<file path="config.mk">
export PLATFORM = sky130hd
export DESIGN_NAME = apb_requester
export DESIGN_NICKNAME = d
export VERILOG_FILES = /design/src/rtl/apb_pkg.sv /design/src/rtl/apb_req_timer.sv /design/src/rtl/apb_requester.sv
export SDC_FILE = /design/constraint.sdc
export NUM_CORES = 1
export LEC_CHECK = 0
export BUFFER_PORTS_ARGS = -buffer_cell sky130_fd_sc_hd__buf_4
export CAP_MARGIN = 20
export CORE_ASPECT_RATIO = 0.6
export CORE_MARGIN = 2
export CORE_UTILIZATION = 45
export DETAILED_ROUTE_END_ITERATION = 8
export PLACE_DENSITY = 0.86
export REMOVE_ABC_BUFFERS = 1
export SLEW_MARGIN = 20
export SYNTH_ARGS = -nofsm -noshare
export SYNTH_HDL_FRONTEND = slang
export SYNTH_HIERARCHICAL = 1
export SYNTH_SLANG_ARGS = --single-unit
export TNS_END_PERCENT = 20
</file>
<file path="constraint.sdc">
create_clock -name clock -period 2.3 [get_ports clock]
set_clock_uncertainty 0.2 [all_clocks]
set_input_delay 0.345 -clock clock [delete_from_list [all_inputs] [get_ports clock]]
set_output_delay 0.345 -clock clock [all_outputs]
set_load 0.01 [all_outputs]
</file>
<file path="src/rtl/apb_pkg.sv">
// Shared types and constants for the APB requester and its watchdog.
package apb_pkg;

   typedef enum logic [1:0] {
      IDLE,
      SETUP,
      ACCESS,
      RESP
   } apb_state_e;

   // Bit positions within PPROT.
   localparam int unsigned PPROT_PRIV   = 0;
   localparam int unsigned PPROT_NONSEC = 1;
   localparam int unsigned PPROT_INSTR  = 2;

   function automatic int unsigned strb_w(input int unsigned data_w);
      return data_w / 8;
   endfunction

endpackage

</file>
<file path="src/rtl/apb_req_timer.sv">
// Watchdog counter for the ACCESS phase; flags the last allowed wait cycle.
module apb_req_timer #(
   parameter int unsigned TIMEOUT = 255
) (
   input  logic clock,
   input  logic reset,
   input  logic clear,
   input  logic enable,
   output logic expired
);

   localparam int unsigned CW = (TIMEOUT == 0) ? 1 : $clog2(TIMEOUT + 1);
   localparam logic [CW-1:0] LAST = CW'((TIMEOUT == 0) ? 0 : TIMEOUT - 1);

   logic [CW-1:0] count_q;

   // Saturates at all-ones so a long stall can never wrap back to LAST.
   always_ff @(posedge clock) begin
      if (reset || clear) begin
         count_q <= '0;
      end else if (enable && (count_q != '1)) begin
         count_q <= count_q + CW'(1);
      end
   end

   assign expired = (TIMEOUT != 0) && enable && (count_q == LAST);

endmodule

</file>
<file path="src/rtl/apb_requester.sv">
// Single-outstanding APB initiator bridging a valid/ready request/response channel,
// with a watchdog that aborts transfers whose completer never raises PREADY.
module apb_requester
   import apb_pkg::*;
#(
   parameter int unsigned ADDR_W  = 32,
   parameter int unsigned DATA_W  = 32,
   parameter int unsigned TIMEOUT = 255
) (
   input  logic                clock,
   input  logic                reset,
   input  logic                req_valid,
   output logic                req_ready,
   input  logic [ADDR_W-1:0]   req_addr,
   input  logic                req_write,
   input  logic [DATA_W-1:0]   req_wdata,
   input  logic [DATA_W/8-1:0] req_wstrb,
   input  logic [2:0]          req_prot,
   output logic                resp_valid,
   input  logic                resp_ready,
   output logic [DATA_W-1:0]   resp_rdata,
   output logic                resp_err,
   output logic                resp_timeout,
   output logic [ADDR_W-1:0]   out_paddr,
   output logic                out_psel,
   output logic                out_penable,
   output logic [2:0]          out_pprot,
   output logic                out_pwrite,
   output logic [DATA_W-1:0]   out_pwdata,
   output logic [DATA_W/8-1:0] out_pstrb,
   input  logic                out_pready,
   input  logic [DATA_W-1:0]   out_prdata,
   input  logic                out_pslverr
);

   localparam int unsigned STRB_W = strb_w(DATA_W);

   apb_state_e state_q, state_d;

   logic              req_ready_q;
   logic [ADDR_W-1:0] addr_q;
   logic              write_q;
   logic [DATA_W-1:0] wdata_q;
   logic [STRB_W-1:0] strb_q;
   logic [2:0]        prot_q;
   logic [DATA_W-1:0] rdata_q;
   logic              err_q;
   logic              tmo_q;

   logic capture, complete, abort;
   logic timer_clear, timer_en, expired;
   logic psel, penable, rvalid;

   apb_req_timer #(
      .TIMEOUT (TIMEOUT)
   ) u_timer (
      .clock   (clock),
      .reset   (reset),
      .clear   (timer_clear),
      .enable  (timer_en),
      .expired (expired)
   );

   always_comb begin
      state_d     = state_q;
      psel        = 1'b0;
      penable     = 1'b0;
      rvalid      = 1'b0;
      timer_clear = 1'b0;
      timer_en    = 1'b0;
      capture     = 1'b0;
      complete    = 1'b0;
      abort       = 1'b0;
      unique case (state_q)
         IDLE: begin
            if (req_valid && req_ready_q) begin
               capture = 1'b1;
               state_d = SETUP;
            end
         end
         SETUP: begin
            psel        = 1'b1;
            timer_clear = 1'b1;
            state_d     = ACCESS;
         end
         ACCESS: begin
            psel     = 1'b1;
            penable  = 1'b1;
            timer_en = 1'b1;
            // A late PREADY on the abort cycle still wins.
            if (out_pready) begin
               complete = 1'b1;
               state_d  = RESP;
            end else if (expired) begin
               abort   = 1'b1;
               state_d = RESP;
            end
         end
         RESP: begin
            rvalid = 1'b1;
            if (resp_ready) state_d = IDLE;
         end
         default: state_d = IDLE;
      endcase
   end

   always_ff @(posedge clock) begin
      if (reset) begin
         state_q     <= IDLE;
         req_ready_q <= 1'b0;
         addr_q      <= '0;
         write_q     <= 1'b0;
         wdata_q     <= '0;
         strb_q      <= '0;
         prot_q      <= '0;
         rdata_q     <= '0;
         err_q       <= 1'b0;
         tmo_q       <= 1'b0;
      end else begin
         state_q     <= state_d;
         req_ready_q <= (state_d == IDLE);
         if (capture) begin
            addr_q  <= req_addr;
            write_q <= req_write;
            wdata_q <= req_wdata;
            strb_q  <= req_write ? req_wstrb : '0;
            prot_q  <= req_prot;
         end
         if (complete) begin
            rdata_q <= write_q ? '0 : out_prdata;
            err_q   <= out_pslverr;
            tmo_q   <= 1'b0;
         end else if (abort) begin
            rdata_q <= '0;
            err_q   <= 1'b1;
            tmo_q   <= 1'b1;
         end
      end
   end

   assign req_ready    = req_ready_q;
   assign resp_valid   = rvalid;
   assign resp_rdata   = rdata_q;
   assign resp_err     = err_q;
   assign resp_timeout = tmo_q;
   assign out_psel     = psel;
   assign out_penable  = penable;
   assign out_paddr    = addr_q;
   assign out_pwrite   = write_q;
   assign out_pwdata   = wdata_q;
   assign out_pstrb    = strb_q;
   assign out_pprot    = prot_q;

endmodule

</file>
## Word level (Yosys, flattened, before mapping)

Cells that the tools add are included.

- Register bits after elaboration: 117

- $add $sub $neg: 1
- Equal/unequal tests: 5
- Muxes and demuxes: 22
- Reduce and logical (&&, ||, !) cells: 9

Operators with widths:

| operator | count |
|---|---|
| $mux W32 | 3 |
| $mux W1 | 13 |
| $add A8 B1 Y8 const B | 1 |
| $eq A8 B8 Y1 const B | 1 |
| $mux W2 | 4 |
| $ne A8 B8 Y1 const B | 1 |
| $pmux W2 S4 | 1 |
| $eq A2 B2 Y1 const B | 2 |
| $logic_not A2 Y1 | 2 |
| $mux W4 | 1 |
| $reduce_or A2 Y1 | 2 |
| $logic_and A1 B1 Y1 | 3 |
| $eq A2 B1 Y1 const B | 1 |
| $reduce_bool A2 Y1 | 1 |
| $logic_or A1 B1 Y1 | 1 |

## Logic depth before layout (Yosys ltp)

- Word-level depth: 8
- Gate-level depth with buffers: 8
- Depth with buffers taken out: 7

## Modules after synthesis

Netlist, hierarchy kept.

Modules (own cells, without submodules):

| module | times used | cells each | area an instance (sq um) | sequential area each (sq um) |
|---|---|---|---|---|
| apb_requester | 1 | 454 | 4164.0 | 2182.1 |
| apb_req_timer | 1 | 51 | 459.2 | 160.2 |

## Worst setup path before layout

Ideal clock, no wire load.

- Path kind: register to register
- Start: register state_q[0]
- End: register rdata_q[21] (netlist: resp_rdata[21])
- Setup time: 135 ps
- Arrival: 1795 ps
- Data required time: 1965 ps
- Setup slack: 170 ps
- Cell stages (with the launch flop): 9
- Buffers on the path: 1
- Clock period less this slack: 2130 ps
- Cells stage by stage: dfxtp_1 -> inv_1 -> ha_1 -> nand2_1 -> nor3_1 -> o21ai_2 -> clkbuf_8 -> a22oi_2 -> nor2_2

- Longest elaborated chain between the ends: 7
- Elaborated cells between the ends (all ways): 9
- Classes of those cells: eq/ne: 1; mux: 6; reduce/logical: 2

Ends and longest elaborated chain:

| what | line | source |
|---|---|---|
| from (decl) | apb_requester.sv:38 | `apb_state_e state_q, state_d;` |
| from (signal assigned) | apb_requester.sv:120 | `state_q <= state_d;` |
| $eq A2 B2 Y1 | -- |  |
| $mux W1 | -- |  |
| via out_penable | apb_requester.sv:26 | `output logic out_penable,` |
| $logic_and A1 B1 Y1 | apb_req_timer.sv:26 | `assign expired = (TIMEOUT != 0) && enable && (count_q == LAST);` |
| via expired | apb_requester.sv:51 | `logic timer_clear, timer_en, expired;` |
| $mux W1 | apb_requester.sv:94 | `end else if (expired) begin` |
| $mux W1 | apb_requester.sv:91 | `if (out_pready) begin` |
| $mux W1 | apb_requester.sv:74 | `unique case (state_q)` |
| $reduce_bool A2 Y1 (no line) | -- |  |
| to (signal assigned) | apb_requester.sv:130 | `rdata_q <= write_q ? '0 : out_prdata;` |
| to (decl) | apb_requester.sv:46 | `logic [DATA_W-1:0] rdata_q;` |

The timed path passes the listed nets, and every way through them passes these cells.
A chain may end at the register's enable or synchronous reset.

## Final worst setup path

- Start: register state_q[0]
- End: register rdata_q[26] (netlist: resp_rdata[26])

- Longest elaborated chain between the ends: 7
- Elaborated cells between the ends (all ways): 9
- Classes of those cells: eq/ne: 1; mux: 6; reduce/logical: 2

Ends and longest elaborated chain:

| what | line |
|---|---|
| $eq A2 B2 Y1 (*) | apb_requester.sv:74 |
| $mux W1 | apb_requester.sv:74 |
| $logic_and A1 B1 Y1 | apb_req_timer.sv:26 |
| $mux W1 | apb_requester.sv:94 |
| $mux W1 | apb_requester.sv:91 |
| $mux W1 | apb_requester.sv:74 |
| $reduce_bool A2 Y1 (no line) | -- |

Mark *: on every way between the ends. The rest lies on a longest branch, timed or not.

==> results by group <==
Timing
  • Final hold slack: between 8 and 9 ps
  • Slew @ Worst Pin: a little over 700 ps
  • Min cycle time layout: around 2200 ps
  • Final setup violation count: 0
  • Slew Viols, Final: 0
  • Fin crit share: 0.9360
  • Worst rel slew slack: 0.5286
  • RSZ-0062 raised after global routing: false
  • F_max: about 460 MHz
  • Final Hold Viols: 0

Worst hold path
  • Hold path depth: 3
  • WHS Endpoint: resp_rdata[13]$_SDFFE_PP0P_
  • Min-delay worst type: in2reg
  • Hold Startpoint: out_prdata[13]

Clocking
  • Clock input transition at the sequential cells of the worst setup and hold paths: about 50 ps
  • H-tree Lvls: 4
  • CTS sink count: approximately 120
  • Post-CTS Setup Bufs: 0
  • Num CTS Buffers: 17
  • Root Buffer: clkbuf_16
  • Clock buffer depth: 2
  • Worst skew pair latency: a little under 400 ps
  • TritonCTS clock tree: built

Placed design
  • IO Port Bufs: 219
  • DP HPWL: about 9.4 mm
  • RePlAce Congestion: approximately 0.87
  • Placed inst area: 6275 um^2
  • Placed cell count: ~830

Setup path
  • R2r endpoint: resp_rdata[26]$_SDFFE_PP0P_
  • Worst endpoint required time: 2420 ps
  • WS Path Type: reg2reg
  • R2r startpoint: state_q[0]$_SDFF_PP0_
  • Worst reg2reg path depth: 6
  • Crit. Startpoint: state_q[0]$_SDFF_PP0_
  • Reg2reg setup slack: around 150 ps
  • Critical path fanouts, max: 32
  • CP Launch Type: register
  • Worst setup EP type: register
  • Crit path DAT: between 2000 and 2500 ps

Global route
  • Met1 GRT Util: 0.3061
  • Initial antenna violation count: 0
  • Pin count of the biggest net entering global routing: 64
  • Remaining Overflow, GRT: 0
  • Gr usage total: 0.2658
  • Vias in the first global route: ~4600
  • Global routing usage on met3: 0.07021
  • M2 GR Usage: 0.4858
  • GR peak layer: met2
  • Global-route wire length before repair: around 23 mm

Drt
  • 1st-pass router iterations: 5
  • Routed Antenna Nets: 0
  • # DRC: 0
  • Vias: between 4000 and 5000
  • DR iter-0 viols: approximately 260
  • Post-Route WL: roughly 15 mm
  • Vias per std cell: around 5.1
  • Wire per inst: between 15 and 20 um

Power and ir drop
  • Sw Ratio: 0.3077
  • Comb pwr share: 0.293
  • Reg power frac: 0.347
  • Int Pwr: around 5 mW
  • VDD IR max: 0.6069 mV
  • Pwr Total: ~7.2 mW
  • Switch Pwr: 2.214 mW
  • Lkg Pwr: about 3.2 nW
  • Cell Pwr Density: 950.0 nW/um^2
  • Clk pwr share: 0.360

Logic synthesis
  • Post-synth ARST share: 0
  • Synth Cell Area: between 4000 and 5000 um^2
  • Yosys reg bits: 117
  • Yosys warns: 6
  • Main flop type after synthesis: dfxtp_1
  • Syn_area_per_cell: approximately 9 um^2
  • Mapped Cells: just over 500
  • Seq/Total Area, Yosys: 0.5066
  • Unique masters post-synth: 38
  • Number of synthesized flops with an enable pin: 0

Floorplan
  • Initial Utilization: 0.4663
  • Chip Height: around 83 um
  • Core area: between 9000 and 10000 um^2
  • IO Pins: 220
  • Die area: 11130 um^2
  • Std-Cell Rows: 28
  • Die Wd: 134.9 um

Finish
  • Layout cell share with drive strength beyond 1: 0.4118
  • Multi-input gate area: slightly above 2000 um^2
  • NumNets Final: between 900 and 1000
  • Finished Layout Cells: approximately 930
  • Most frequent cells in the layout: 226 x buf_4, 147 x nand2_1, 117 x dfxtp_1, 76 x a21oi_1, 69 x dlygate4sd3_1
  • Commonest non-fill, non-tap cell in the layout: buf_4
  • Layout filler cell count: 630
  • Finished Cell Area: 7574 um^2
  • Register Area: roughly 2300 um^2
  • P&R area growth vs syn: 63.82%
  • Ant diodes: 0

Run
  • # Max-Cap Violations: 0

Status
  • Status: finished, final reports clean
## cells by family (layout without fill, tap and decap cells)
family	after synthesis	count (layout)	share of synthesized area
flops	117	117	0.5066
compound gates	123	124	0.1949
buf+inv	40	333	0.06198
fa+ha+maj	7	7	0.01894
simple gates	215	215	0.2111
mux	3	3	0.006496
## synthesized netlist by cell type (2+ instances only)
| cell | n | area, um^2 |
|---|---|---|
| a211oi_1 | 6 | 45.04 |
| a21oi_1 | 76 | 380.4 |
| a22oi_1 | 3 | 22.52 |
| a22oi_2 | 30 | 375.4 |
| a31oi_1 | 2 | 12.51 |
| and3b_1 | 2 | 17.52 |
| and4_4 | 2 | 22.52 |
| buf_12 | 3 | 60.06 |
| buf_2 | 4 | 20.02 |
| buf_4 | 8 | 60.06 |
| buf_6 | 3 | 33.78 |
| clkbuf_1 | 13 | 48.80 |
| clkbuf_8 | 3 | 41.29 |
| dfxtp_1 | 117 | 2342 |
| ha_1 | 7 | 87.58 |
| inv_1 | 6 | 22.52 |
| mux2i_1 | 3 | 30.03 |
| nand2_1 | 147 | 551.8 |
| nand3_1 | 8 | 40.04 |
| nand3_2 | 3 | 30.03 |
| nand4_1 | 2 | 12.51 |
| nor2_1 | 6 | 22.52 |
| nor2_2 | 30 | 187.7 |
| nor2b_1 | 2 | 12.51 |
| nor3_1 | 4 | 20.02 |
| nor4_1 | 2 | 12.51 |
| or3_1 | 2 | 12.51 |
## flip-flops by register name, summed over array words and instances (netlist names), 2 cells and up
name / cells
out_pstrb: 4
resp_rdata: 32
state_q: 2
out_pwdata: 32
out_paddr: 32
out_pprot: 3
u_timer/count_q: 8
## metal layers
layer  share of wire  vias up
met3           0.068       19
met5               0        -
li1                -     2267
met1            0.40     2263
met4           0.013        0
met2            0.51      212
## layout make-up
class | instances | share of cell area
inverter | 6 | 0.002974
tap | 135 | 0.02230
clock buffer | 20 | 0.05898
multi-input combinational | 349 | 0.2686
timing repair buffer | 297 | 0.3205
sequential | 117 | 0.3093
clock inverter | 10 | 0.01735
## repair_timing
action	in CTS	in global routing
endpoints found under the hold margin	69	0
cloned	1	0
setup endpoints to repair	7	16
hold buffers	69	0
gates resized for setup	2	2
pin swaps	1	0
## power by group through the flow
stage	logic [mW]	clock network, mW	registers (mW)
after global routing	2.28	2.74	2.52
after CTS	2.06	2.63	2.48
after global placement	1.88	0	2.50
after floorplan	0.903	0	2.62
final	2.11	2.59	2.49
after detailed placement	1.94	0	2.52
## metrics by stage
stage	setup TNS, ps	util	setup slack (ps)
after floorplan	-18430	-	-409.3
after global placement	-20.55	0.6329	-20.55
after detailed placement	-67.57	0.6329	-52.91
after CTS	0	0.7625	82.31
after global routing	0	0.7639	20.58
final	0	0.7639	147.2
## critical path: stages, from the launching register on
cell and delay, ps:
dfxtp_1 340, inv_1 140, ha_1 190, buf_4 250
and3b_4 620, a22oi_2 190, nor2_2 150
## how the worst max path moves through the flow
stage	depth (start not counted)	endpoint
2_1_floorplan	7	resp_err$_SDFFE_PP0P_
3_3_place_gp	7	resp_err$_SDFFE_PP0P_
3_5_place_dp	7	resp_err$_SDFFE_PP0P_
4_1_cts	7	resp_rdata[16]$_SDFFE_PP0P_
5_1_grt	6	resp_rdata[0]$_SDFFE_PP0P_
6_report	6	resp_rdata[26]$_SDFFE_PP0P_
Note: power is estimated with default switching activity, not from simulation.
